===== src/rtl/sport1_link_partner_if.sv =====
// Purpose : bundles the SPORT1 serial pins and the host-side FIFO/flag signals of the link partner.
// Latency : none (wires only).
// Backpr. : none here; TXFULL/RXV carry FIFO state to the host.
// Modports: slave = the link partner itself, master = the SPORT/host environment driving it.
// Option  : SPLP_LOOPBACK_EN adds LPBK.
interface sport1_link_partner_if;
    logic        SCLK;
    logic        TFS;
    logic        DT;
    logic        RFS;
    logic        DR;
    logic [15:0] RXD;
    logic        RXV;
    logic        RXPOP;
    logic [15:0] TXD;
    logic        TXPUSH;
    logic        TXFULL;
    logic        OVR;
    logic        UNR;
    logic        STCLR;
`ifdef SPLP_LOOPBACK_EN
    logic        LPBK;

    modport slave  (input  SCLK, TFS, DT, RFS, RXPOP, TXD, TXPUSH, STCLR, LPBK,
                    output DR, RXD, RXV, TXFULL, OVR, UNR);
    modport master (output SCLK, TFS, DT, RFS, RXPOP, TXD, TXPUSH, STCLR, LPBK,
                    input  DR, RXD, RXV, TXFULL, OVR, UNR);
`else
    modport slave  (input  SCLK, TFS, DT, RFS, RXPOP, TXD, TXPUSH, STCLR,
                    output DR, RXD, RXV, TXFULL, OVR, UNR);
    modport master (output SCLK, TFS, DT, RFS, RXPOP, TXD, TXPUSH, STCLR,
                    input  DR, RXD, RXV, TXFULL, OVR, UNR);
`endif
endinterface


===== src/rtl/sport1_link_partner.sv =====
// Purpose : SPORT1 far-end codec: deserialises TFS-framed DT words into an RX FIFO and serialises
//           TX FIFO words onto DR in RFS-framed slots; SPORT is clock/frame master.
// Latency : pins pass a 2-flop sync; a received word shows on RXV two DSPCLK after its last fall is seen.
// Backpr. : full RX FIFO drops the word and sets OVR; empty TX FIFO at frame start sends zeros, sets UNR.
// Ports   : DSPCLK, RSTn (async active-low); lp (slave modport): SCLK/TFS/DT/RFS/DR serial pins,
//           RXD/RXV/RXPOP RX head, TXD/TXPUSH/TXFULL TX tail, OVR/UNR sticky flags cleared by STCLR.
// Option  : define SPLP_LOOPBACK_EN to add lp.LPBK, echoing each completed RX word into the TX FIFO.

// Purpose : small synchronous FIFO with wrap-bit pointers, head word shown combinationally.
// Latency : a push is visible at the head the cycle after it is written.
// Backpr. : push while full is dropped unless a pop happens in the same cycle.
module sport1_link_partner_fifo #(
    parameter int W     = 16,
    parameter int DEPTH = 4
) (
    input  logic         clk,
    input  logic         rst_n,
    input  logic         push,
    input  logic [W-1:0] push_dat,
    input  logic         pop,
    output logic [W-1:0] head_dat,
    output logic         empty,
    output logic         full
);
    localparam int AW = $clog2(DEPTH);

    logic [AW:0]  wr_ptr_q, wr_ptr_d, rd_ptr_q, rd_ptr_d;
    logic [W-1:0] mem_q [DEPTH];
    logic         pop_ok, push_ok;

    always_comb begin
        empty    = (wr_ptr_q == rd_ptr_q);
        full     = (wr_ptr_q[AW] != rd_ptr_q[AW]) && (wr_ptr_q[AW-1:0] == rd_ptr_q[AW-1:0]);
        pop_ok   = pop && !empty;
        push_ok  = push && (!full || pop_ok);
        wr_ptr_d = wr_ptr_q + {{AW{1'b0}}, push_ok};
        rd_ptr_d = rd_ptr_q + {{AW{1'b0}}, pop_ok};
        head_dat = empty ? '0 : mem_q[rd_ptr_q[AW-1:0]];
    end

    always_ff @(posedge clk or negedge rst_n) begin
        if (!rst_n) begin
            wr_ptr_q <= '0;
            rd_ptr_q <= '0;
        end else begin
            wr_ptr_q <= wr_ptr_d;
            rd_ptr_q <= rd_ptr_d;
        end
    end

    // Storage needs no reset: empty pointers mask its content.
    always_ff @(posedge clk) begin
        if (push_ok) mem_q[wr_ptr_q[AW-1:0]] <= push_dat;
    end
endmodule

module sport1_link_partner #(
    parameter int WLEN   = 16,
    parameter int FDEPTH = 4
) (
    input logic                  DSPCLK,
    input logic                  RSTn,
    sport1_link_partner_if.slave lp
);
    localparam int CW = $clog2(WLEN + 1);

    typedef enum logic {RX_IDLE, RX_SHIFT} rx_state_t;
    typedef enum logic {TX_IDLE, TX_SHIFT} tx_state_t;

    logic [3:0]      sync1_q, sync1_d, sync2_q, sync2_d;
    logic            sclk_last_q, sclk_last_d;
    logic            sfall, srise, tfs_s, dt_s, rfs_s;

    rx_state_t       rx_state_q, rx_state_d;
    logic [CW-1:0]   rx_cnt_q, rx_cnt_d;
    logic [WLEN-1:0] rx_sh_q, rx_sh_d;
    logic            rx_wr_q, rx_wr_d;

    tx_state_t       tx_state_q, tx_state_d;
    logic [CW-1:0]   tx_cnt_q, tx_cnt_d;
    logic [WLEN-1:0] tx_sh_q, tx_sh_d;
    logic            dr_q, dr_d;

    logic            ovr_q, ovr_d, unr_q, unr_d;
    logic            ovr_set, unr_set, tx_pop, tx_push;
    logic            rx_empty, rx_full, tx_empty, tx_full;
    logic [WLEN-1:0] rx_head, tx_head, tx_push_dat;

    // Pin synchronisers; SCLK edges are detected after the second stage so
    // the data/frame pins are always sampled at the same depth as the clock.
    always_comb begin
        sync1_d     = {lp.SCLK, lp.TFS, lp.DT, lp.RFS};
        sync2_d     = sync1_q;
        sclk_last_d = sync2_q[3];
        tfs_s       = sync2_q[2];
        dt_s        = sync2_q[1];
        rfs_s       = sync2_q[0];
        sfall       = sclk_last_q && !sync2_q[3];
        srise       = !sclk_last_q && sync2_q[3];
    end

    // RX: frame sync on a fall, then WLEN data captures on the following falls.
    always_comb begin
        rx_state_d = rx_state_q;
        rx_cnt_d   = rx_cnt_q;
        rx_sh_d    = rx_sh_q;
        rx_wr_d    = 1'b0;
        if (sfall) begin
            case (rx_state_q)
                RX_IDLE: begin
                    if (tfs_s) begin
                        rx_state_d = RX_SHIFT;
                        rx_cnt_d   = '0;
                    end
                end
                default: begin
                    rx_sh_d = {rx_sh_q[WLEN-2:0], dt_s};
                    if (rx_cnt_q == CW'(WLEN - 1)) begin
                        // Last bit: TFS seen on this same fall frames the next word.
                        rx_wr_d    = 1'b1;
                        rx_cnt_d   = '0;
                        rx_state_d = tfs_s ? RX_SHIFT : RX_IDLE;
                    end else begin
                        rx_cnt_d = rx_cnt_q + CW'(1);
                    end
                end
            endcase
        end
        // The shift register holds the finished word for the write cycle: the
        // next fall is at least two DSPCLK away.
        ovr_set = rx_wr_q && rx_full && !lp.RXPOP;
    end

    // TX: tx_cnt == WLEN is the tail where DR still holds the LSB; a frame
    // sync there reloads immediately so consecutive words have no gap.
    always_comb begin
        tx_state_d = tx_state_q;
        tx_cnt_d   = tx_cnt_q;
        tx_sh_d    = tx_sh_q;
        dr_d       = dr_q;
        tx_pop     = 1'b0;
        unr_set    = 1'b0;
        if (sfall && rfs_s && (tx_state_q == TX_IDLE || tx_cnt_q == CW'(WLEN))) begin
            tx_pop     = !tx_empty;
            unr_set    = tx_empty;
            tx_sh_d    = tx_empty ? '0 : tx_head;
            tx_cnt_d   = '0;
            tx_state_d = TX_SHIFT;
        end else if (srise && tx_state_q == TX_SHIFT) begin
            if (tx_cnt_q == CW'(WLEN)) begin
                dr_d       = 1'b0;
                tx_cnt_d   = '0;
                tx_state_d = TX_IDLE;
            end else begin
                dr_d     = tx_sh_q[WLEN-1];
                tx_sh_d  = {tx_sh_q[WLEN-2:0], 1'b0};
                tx_cnt_d = tx_cnt_q + CW'(1);
            end
        end
`ifdef SPLP_LOOPBACK_EN
        tx_push     = lp.LPBK ? rx_wr_q : lp.TXPUSH;
        tx_push_dat = lp.LPBK ? rx_sh_q : lp.TXD[WLEN-1:0];
`else
        tx_push     = lp.TXPUSH;
        tx_push_dat = lp.TXD[WLEN-1:0];
`endif
    end

    // Sticky flags: a set in the same cycle as STCLR wins.
    always_comb begin
        ovr_d = lp.STCLR ? 1'b0 : ovr_q;
        unr_d = lp.STCLR ? 1'b0 : unr_q;
        if (ovr_set) ovr_d = 1'b1;
        if (unr_set) unr_d = 1'b1;
    end

    always_ff @(posedge DSPCLK or negedge RSTn) begin
        if (!RSTn) begin
            sync1_q     <= '0;
            sync2_q     <= '0;
            sclk_last_q <= 1'b0;
            rx_state_q  <= RX_IDLE;
            rx_cnt_q    <= '0;
            rx_sh_q     <= '0;
            rx_wr_q     <= 1'b0;
            tx_state_q  <= TX_IDLE;
            tx_cnt_q    <= '0;
            tx_sh_q     <= '0;
            dr_q        <= 1'b0;
            ovr_q       <= 1'b0;
            unr_q       <= 1'b0;
        end else begin
            sync1_q     <= sync1_d;
            sync2_q     <= sync2_d;
            sclk_last_q <= sclk_last_d;
            rx_state_q  <= rx_state_d;
            rx_cnt_q    <= rx_cnt_d;
            rx_sh_q     <= rx_sh_d;
            rx_wr_q     <= rx_wr_d;
            tx_state_q  <= tx_state_d;
            tx_cnt_q    <= tx_cnt_d;
            tx_sh_q     <= tx_sh_d;
            dr_q        <= dr_d;
            ovr_q       <= ovr_d;
            unr_q       <= unr_d;
        end
    end

    sport1_link_partner_fifo #(.W(WLEN), .DEPTH(FDEPTH)) u_rx_fifo (
        .clk(DSPCLK), .rst_n(RSTn), .push(rx_wr_q), .push_dat(rx_sh_q),
        .pop(lp.RXPOP), .head_dat(rx_head), .empty(rx_empty), .full(rx_full));

    sport1_link_partner_fifo #(.W(WLEN), .DEPTH(FDEPTH)) u_tx_fifo (
        .clk(DSPCLK), .rst_n(RSTn), .push(tx_push), .push_dat(tx_push_dat),
        .pop(tx_pop), .head_dat(tx_head), .empty(tx_empty), .full(tx_full));

    assign lp.DR     = dr_q;
    assign lp.RXD    = 16'(rx_head);
    assign lp.RXV    = !rx_empty;
    assign lp.TXFULL = tx_full;
    assign lp.OVR    = ovr_q;
    assign lp.UNR    = unr_q;
endmodule


===== src/flat_wrapper.sv =====
// flat-port wrapper written by rule: the top's interface ports become plain ports
module sport1_link_partner_flat 
#(
    parameter int WLEN   = 16,
    parameter int FDEPTH = 4
)
  (DSPCLK, RSTn, lp_SCLK, lp_TFS, lp_DT, lp_RFS, lp_RXPOP, lp_TXD, lp_TXPUSH, lp_STCLR, lp_DR, lp_RXD, lp_RXV, lp_TXFULL, lp_OVR, lp_UNR);
  sport1_link_partner_if lp_i ();
  input logic DSPCLK;
  input logic RSTn;
  input wire logic [$bits(lp_i.SCLK)-1:0] lp_SCLK;
  input wire logic [$bits(lp_i.TFS)-1:0] lp_TFS;
  input wire logic [$bits(lp_i.DT)-1:0] lp_DT;
  input wire logic [$bits(lp_i.RFS)-1:0] lp_RFS;
  input wire logic [$bits(lp_i.RXPOP)-1:0] lp_RXPOP;
  input wire logic [$bits(lp_i.TXD)-1:0] lp_TXD;
  input wire logic [$bits(lp_i.TXPUSH)-1:0] lp_TXPUSH;
  input wire logic [$bits(lp_i.STCLR)-1:0] lp_STCLR;
  output wire logic [$bits(lp_i.DR)-1:0] lp_DR;
  output wire logic [$bits(lp_i.RXD)-1:0] lp_RXD;
  output wire logic [$bits(lp_i.RXV)-1:0] lp_RXV;
  output wire logic [$bits(lp_i.TXFULL)-1:0] lp_TXFULL;
  output wire logic [$bits(lp_i.OVR)-1:0] lp_OVR;
  output wire logic [$bits(lp_i.UNR)-1:0] lp_UNR;
  assign lp_i.SCLK = lp_SCLK;
  assign lp_i.TFS = lp_TFS;
  assign lp_i.DT = lp_DT;
  assign lp_i.RFS = lp_RFS;
  assign lp_i.RXPOP = lp_RXPOP;
  assign lp_i.TXD = lp_TXD;
  assign lp_i.TXPUSH = lp_TXPUSH;
  assign lp_i.STCLR = lp_STCLR;
  assign lp_DR = lp_i.DR;
  assign lp_RXD = lp_i.RXD;
  assign lp_RXV = lp_i.RXV;
  assign lp_TXFULL = lp_i.TXFULL;
  assign lp_OVR = lp_i.OVR;
  assign lp_UNR = lp_i.UNR;
  sport1_link_partner #(.WLEN(WLEN), .FDEPTH(FDEPTH)) u_core (.DSPCLK(DSPCLK), .RSTn(RSTn), .lp(lp_i));
endmodule

===== config.mk =====
export PLATFORM = sky130hd
export DESIGN_NAME = sport1_link_partner_flat
export DESIGN_NICKNAME = d
export VERILOG_FILES = /design/src/rtl/sport1_link_partner_if.sv /design/src/rtl/sport1_link_partner.sv /design/src/flat_wrapper.sv
export SDC_FILE = /design/constraint.sdc
export NUM_CORES = 1
export LEC_CHECK = 0
export CAP_MARGIN = 25
export CORE_UTILIZATION = 55
export DETAILED_ROUTE_END_ITERATION = 8
export GPL_TIMING_DRIVEN = 0
export PLACE_DENSITY = 0.77
export SYNTH_ARGS = -nofsm -noshare
export SYNTH_HDL_FRONTEND = slang
export SYNTH_SLANG_ARGS = --single-unit

===== constraint.sdc =====
create_clock -name DSPCLK -period 3.6 [get_ports DSPCLK]
set_clock_uncertainty 0.15 [all_clocks]
set_input_delay 0.72 -clock DSPCLK [delete_from_list [all_inputs] [get_ports DSPCLK]]
set_output_delay 0.72 -clock DSPCLK [all_outputs]
set_load 0.1 [all_outputs]

==> metrics <==
Final ANT Viol Nets 0; reg2reg setup slack 740 ps; asr flop ratio synth 0.350; Worst slew margin 0.357; fmax 292 MHz; die width 121 um; Overflow after GRT 0; Critical Path End Type primary output; Least-Margin Pin Slew 961 ps; Fin. Hold Viols 0; hpwl dp 8.21 mm; RSZ-0062 raised after global routing false; GR peak layer met2; Cell variety after synth 36; # diodes 0; GR Util met1 0.238; Crit Path Max Fanout 9; share of cells above drive strength 1 0.200; Synthesis Warnings 0; final slew viol count 0; htree depth 4; initial antenna violation count 0; synthesized netlist cell count 480; Max Cap Viol 0; nets 584; critical path class reg2out; vias in the first global route 4269; ys flop type edfxtp_1; CTS Root Cell clkbuf_16; origin of the worst setup path u_core.u_rx_fifo.rd_ptr_q[1]$_DFF_PN0_; max incr delay on CP 830 ps; VDD IR max 0.398 mV; clock buffer depth 2; Final Setup Violations 0; die area 0.0145 mm^2; Synth Cell Area 0.00772 mm^2; worst-path cell chain buf_2 > xor2_1 > nor2_1 > and2_1 > nor2b_1 > clkdlybuf4s15_1; CTS tree built; Num Clock Sinks 197; reg-to-reg critical path endpoint u_core.u_tx_fifo.mem_q[2][7]$_DFFE_PP_; number of synthesized flops with an enable pin 128; Cell Pwr Density 781 mW/mm^2; floorplan row count 42; clock buffer count from CTS 17; routed len/inst 16.7 um; Seq/Total Area, Yosys 0.721; Initial DRC Count 330; IO Port Bufs 45; Reg-to-Reg Start u_core.tx_cnt_q[0]$_DFFE_PN0P_; share of the clock period used by the worst path 0.952; synthesized area per cell 16.1 um^2; outcome complete, no violations; pre-CTS setup slack -70.3 ps; global-route wire length before repair 20.9 mm; Clock Latency Late Sink 430 ps; arrival time at the worst endpoint 2560 ps; io pins 46; total wire length 12.3 mm; Seq cells post-synth 197; Initial Utilization 0.574; Syn Nets 516; grt met2 use 0.331; DRC Markers 0; Syn-to-layout area delta 17.3%; routability cong. 0.781; grt met3 use 0.0401; Critical Path End lp_RXD[3]; DR vias 4046; min Tclk post-route 3430 ps; Via density 5.49; pin count of the biggest net entering global routing 70; PnR worst setup slack 172 ps; GRT Total Usage 0.191; total core area 0.0135 mm^2; DRT Pass-1 Iters 4; worst hold path class reg2reg; Design Power 7.07 mW; Critical Path Source Type register; Worst path slowest cell clkdlybuf4s15_1; Worst EP required 2730 ps; Worst R2R Path Depth 7; DIE HEIGHT 121 um; P_leak 3.46 nW; Clk pin slew, worst setup/hold paths 60 ps
## critical path: cells and delay by family, from the launching register on
| family | cells | cell delay, ps |
|---|---|---|
| xor gates and xnor gates | 1 | 210 |
| buffers and inverters | 2 | 1060 |
| DFF | 1 | 350 |
| and+or+nand+nor | 3 | 510 |
## state kept, by name (all words and copies together), names as in the netlist
| name | count |
|---|---|
| u_core.lp.DR | 1 |
| u_core.lp.OVR | 1 |
| u_core.lp.UNR | 1 |
| u_core.rx_cnt_q | 5 |
| u_core.rx_sh_q | 16 |
| u_core.rx_state_q | 1 |
| u_core.rx_wr_q | 1 |
| u_core.sclk_last_q | 1 |
| u_core.sync1_q | 4 |
| u_core.sync2_q | 4 |
| u_core.tx_cnt_q | 5 |
| u_core.tx_sh_q | 16 |
| u_core.tx_state_q | 1 |
| u_core.u_rx_fifo.mem_q | 64 |
| u_core.u_rx_fifo.rd_ptr_q | 3 |
| u_core.u_rx_fifo.wr_ptr_q | 3 |
| u_core.u_tx_fifo.mem_q | 64 |
| u_core.u_tx_fifo.rd_ptr_q | 3 |
| u_core.u_tx_fifo.wr_ptr_q | 3 |
## stage by stage
stage | setup TNS (ps) | util | cells | hold slack [ps] | instance area, um^2
finish | 0 | 0.673 | 737 | 199 | 9060
global route | 0 | 0.673 | 737 | 203 | 9060
CTS | 0 | 0.673 | 738 | 201 | 9060
detailed placement | -368 | 0.631 | 706 | 186 | 8480
global placement | -66460 | 0.624 | 701 | 185 | 8390
floorplan | 0 | - | 480 | 181 | 7720
## routing by layer
metal	share of wire	vias to the layer above
met5	0	-
met4	0.016	0
met3	0.035	19
met2	0.52	104
met1	0.43	2026
li1	-	1897
## worst min path at each step
stage	endpoint	from	cells after the start
floorplan	u_core.sync2_q[0]$_DFF_PN0_	u_core.sync1_q[0]$_DFF_PN0_	0
global route	u_core.sync2_q[1]$_DFF_PN0_	u_core.sync1_q[1]$_DFF_PN0_	0
CTS	u_core.sync2_q[1]$_DFF_PN0_	u_core.sync1_q[1]$_DFF_PN0_	0
global placement	u_core.sync2_q[1]$_DFF_PN0_	u_core.sync1_q[1]$_DFF_PN0_	0
finish	u_core.sync2_q[2]$_DFF_PN0_	u_core.sync1_q[2]$_DFF_PN0_	0
detailed placement	u_core.sync2_q[1]$_DFF_PN0_	u_core.sync1_q[1]$_DFF_PN0_	0
## cell families (layout without fill, tap and decap cells)
group | Yosys count | in the layout | synth area share
buf+inv | 43 | 124 | 0.0246
mux | 32 | 32 | 0.0933
fa+ha+maj | 11 | 11 | 0.0178
simple gates | 146 | 146 | 0.0888
xor+xnor | 11 | 11 | 0.0125
compound gates | 40 | 40 | 0.0418
flops | 197 | 197 | 0.721
## cells in the mapped netlist (4+ instances only)
cell type	instances	area (um^2)
a21oi_1	4	20.0
nand3_1	22	110
inv_1	23	86.3
nand2_1	76	285
edfxtp_1	128	3840
o211ai_2	10	125
nor2_1	11	41.3
clkbuf_1	6	22.5
nand3b_1	4	30.0
dfrtp_1	69	1730
o211ai_1	5	37.5
mux4_2	32	721
buf_2	11	55.1
nor2b_1	20	125
xnor2_1	4	35.0
xor2_1	7	61.3
ha_1	11	138
o21ai_0	10	50.1
## report_power, final
group	switching, mW	internal (mW)
sequential	0.197	2.78
clock	0.785	1.02
combinational	1.59	0.707
## layout by cell type, fill, tap and decap left out, types with 5 or more instances in the layout
cell / synthesis / final
buf_2: 11 / 11
o21ai_0: 10 / 10
nand3_1: 22 / 22
nor2_1: 11 / 8
dfrtp_1: 69 / 69
clkbuf_16: 0 / 17
clkbuf_1: 6 / 6
o211ai_2: 10 / 10
clkdlybuf4s15_2: 0 / 12
xor2_1: 7 / 7
clkdlybuf4s50_1: 0 / 26
nor2b_1: 20 / 20
o211ai_1: 5 / 5
ha_1: 11 / 11
edfxtp_1: 128 / 128
mux4_2: 32 / 32
inv_1: 23 / 23
nand2_1: 76 / 76
## area by class of cell
class / instances / area (um^2)
fill: 948 / 4390
sequential: 197 / 5570
buffer: 19 / 100
timing repair buffer: 50 / 528
clock inverter: 14 / 135
multi-input combinational: 240 / 1990
tap: 176 / 220
inverter: 23 / 86.3
clock buffer: 18 / 429
## repair_timing
item / in CTS / in global routing
endpoints found under the setup margin: 17 / 16
pin swaps: 0 / 0
endpoints found under the hold margin: 0 / 0
setup buffers: 0 / 0
cloned: 0 / 0
resized for setup: 43 / 3
hold buffers: 0 / 0
Power figures use the tool's default switching activity.
==> edit, RTL diff (config.mk and constraints unchanged) <==
`FDEPTH` is set to 4 in 2 places; all go to 16.
--- a/src/rtl/sport1_link_partner.sv
+++ b/src/rtl/sport1_link_partner.sv
@@ -57,5 +57,5 @@
 module sport1_link_partner #(
     parameter int WLEN   = 16,
-    parameter int FDEPTH = 4
+    parameter int FDEPTH = 16
 ) (
     input logic                  DSPCLK,
--- a/src/flat_wrapper.sv
+++ b/src/flat_wrapper.sv
@@ -3,5 +3,5 @@
 #(
     parameter int WLEN   = 16,
-    parameter int FDEPTH = 4
+    parameter int FDEPTH = 16
 )
   (DSPCLK, RSTn, lp_SCLK, lp_TFS, lp_DT, lp_RFS, lp_RXPOP, lp_TXD, lp_TXPUSH, lp_STCLR, lp_DR, lp_RXD, lp_RXV, lp_TXFULL, lp_OVR, lp_UNR);
Formal check against the unedited RTL: not equivalent (a bounded check fails within 10 cycles, from zero or initial values and one cycle with RSTn low).
==> edit against the unedited design <==
The run now ends with negative setup slack left; sequential cell count is 392 higher; synthesized cell count is 130% higher; worst setup slack worse by 0.26 ns; total power grew to 3.1 times the old value; via count grew to 2.9 times the old value; design area grew to 3.0 times the old value; largest cell class unchanged; wire length grew to 4.2 times the old value; first-iteration DRC count grew to 3.5 times the old value; synthesized area grew to 3.0 times the old value.
==> edit: results (changes against the unedited design) <==
cts_made_buffers: 56  # was 17
tightestPinTransition_ns: 1.09  # was 0.961 ns
drt_iter0_drc: 1164  # was 330
crit_family: "multiplexers"  # was buffers and inverters
cpMaxStageDelayCell: "mux4_2"  # was clkdlybuf4s15_1
p_int_w: 0.0151  # was 0.00450 W
place_ws_ns: -0.783  # was -0.0703 ns
dr.pass1.iters: 5  # was 4
hp-class: "reg -> reg"  # unchanged
track_usage: 0.253  # was 0.191
clkTransAtPathRegs_ns: 0.06  # about the same
grt_max_degree: 65  # was 70
ys_async_sr_fraction: 0.131  # was 0.350
drive_above_1_share: 0.319  # was 0.200
synth_largest_area_cell: "edfxtp_1"  # unchanged
setup_tns_ns: -0.571  # was 0 ns
synthDistinctLibCells: 49  # was 36
post-dp-hpwl_um: 30400  # was 8210 um
yosys-top-cells-area: "edfxtp_1 67%, mux4_2 14%, dfrtp_1 8.4%, mux2_1 0.74%, ha_1 0.60%"  # was edfxtp_1 50%, dfrtp_1 22%, mux4_2 9.3%, nand2_1 3.7%, ha_1 1.8%
synth.cells.most_frequent: "512 x edfxtp_1, 141 x mux4_2, 77 x dfrtp_1"  # was 128 x edfxtp_1, 76 x nand2_1, 69 x dfrtp_1
cp_slowest_stage_delay_ns: 0.58  # was 0.83 ns
fill_cells: 2476  # was 948
violations: "negative setup slack"
postRouteAntennaNets: 0  # unchanged
synth_edf_count: 512  # was 128
path_max_fanout: 5  # was 9
cts-root-buf: "clkbuf_16"  # unchanged
syn_nets: 1117  # was 516
setup-violations-final: 13  # was 0
yosys_warnings: 0  # unchanged
vias_per_cell: 6.34  # was 5.49
status: "finished, violations left"  # was finished clean
grt_pass1_wl_um: 76200  # was 20900 um
nets: 1279  # was 584
clk_path_buf_depth: 3  # was 2
clkLatencyLatePin_ns: 0.62  # was 0.43 ns
vdd_drop_max_uv: 661  # was 398 uV
fin_ws_ns: -0.0914  # was 0.172 ns
portBuffers: 45  # unchanged
totalWireLength_um: 52200  # was 12300 um
seq_area_frac_synth: 0.758  # was 0.721
antenna_found_initial: 0  # unchanged
p_clk_w: 0.00601  # was 0.00180 W
htreeDepth: 2  # was 4
grt_pass1_vias: 12000  # was 4269
gp_congestion: 0.764  # was 0.781
comb_power_w: 0.00723  # was 0.00230 W
power_leakage_nw: 9.14  # was 3.46 nW
-- edit: cell count changes in the layout (fill, tap and decap cells not counted), sizes merged, moves of 21 or more --
cell | unedited run | this run
edfxtp | 128 | 512
mux4 | 32 | 144
buf | 20 | 109
clkbuf | 23 | 98
nand2 | 76 | 27
mux2 | 0 | 27
o22ai | 0 | 22
nor2 | 11 | 32
-- edit: worst paths after layout --
| check | start | end | slack (ns) | cells after the start |
|---|---|---|---|---|
| worst max-delay path | u_core.u_rx_fifo.rd_ptr_q[0] | lp_RXD[13] | -0.09 | 6 |
| worst min register to register | u_core.sync1_q[3] | u_core.sync2_q[3] | 0.20 | 0 |
| worst max register to register | u_core.u_rx_fifo.rd_ptr_q[3] | u_core.u_rx_fifo.mem_q[2][7] | 0.05 | 9 |
| min in group asynchronous | RSTn | u_core.rx_sh_q[2] | 0.41 | 2 |
| worst min-delay path | u_core.sync1_q[3] | u_core.sync2_q[3] | 0.20 | 0 |
| max in group asynchronous | RSTn | u_core.tx_sh_q[1] | 2.26 | 3 |
-- edit: cell families after synthesis --
| group | Yosys count | share of synthesized area |
|---|---|---|
| adder cells (fa/ha/maj) | 11 | 0.00603 |
| XOR/XNOR | 26 | 0.00998 |
| buffers and inverters | 64 | 0.0146 |
| flip-flops | 589 | 0.758 |
| multiplexers | 180 | 0.160 |
| AND/OR/NAND/NOR | 143 | 0.0331 |
| AO/OA/AOI/OAI | 68 | 0.0180 |
-- edit: layout make-up --
class | instances | area [sq um] | area share
multi-input cells | 428 | 5410 | 0.199
inverters | 10 | 37.5 | 0.00138
well taps | 532 | 666 | 0.0245
flip-flops and latches | 589 | 17300 | 0.636
clock buffers | 76 | 1560 | 0.0573
plain buffers | 53 | 443 | 0.0163
repair buffers | 105 | 1460 | 0.0538
clock inverters | 29 | 308 | 0.0113
-- edit: repair_timing --
action | 4_1_cts | 5_1_grt
pin swaps | 0 | 1
hold endpoints to repair | 13 | 0
resized for setup | 205 | 20
gates cloned | 3 | 3
endpoints found under the setup margin | 18 | 18
hold buffers | 1 | 0
setup buffers | 10 | 1
-- edit: routing by layer --
layer / up-vias / global-route usage / share of wire
met2: 538 / 0.439 / 0.53
met3: 126 / 0.0418 / 0.066
met4: 0 / 0.0968 / 0.031
met1: 6119 / 0.322 / 0.37
met5: - / 0 / 0
li1: 4763 / - / -
-- edit: stage by stage --
stage                     std cells  total power [W]  instance area (sq um)  hold slack (ns)
after floorplan                1081           0.0133                  22800            0.181
after detailed placement       1700           0.0150                  24700            0.188
after global routing           1822           0.0228                  27200            0.218
after global placement         1658           0.0147                  24000            0.184
after CTS                      1818           0.0219                  27000            0.202
final                          1822           0.0221                  27200            0.199
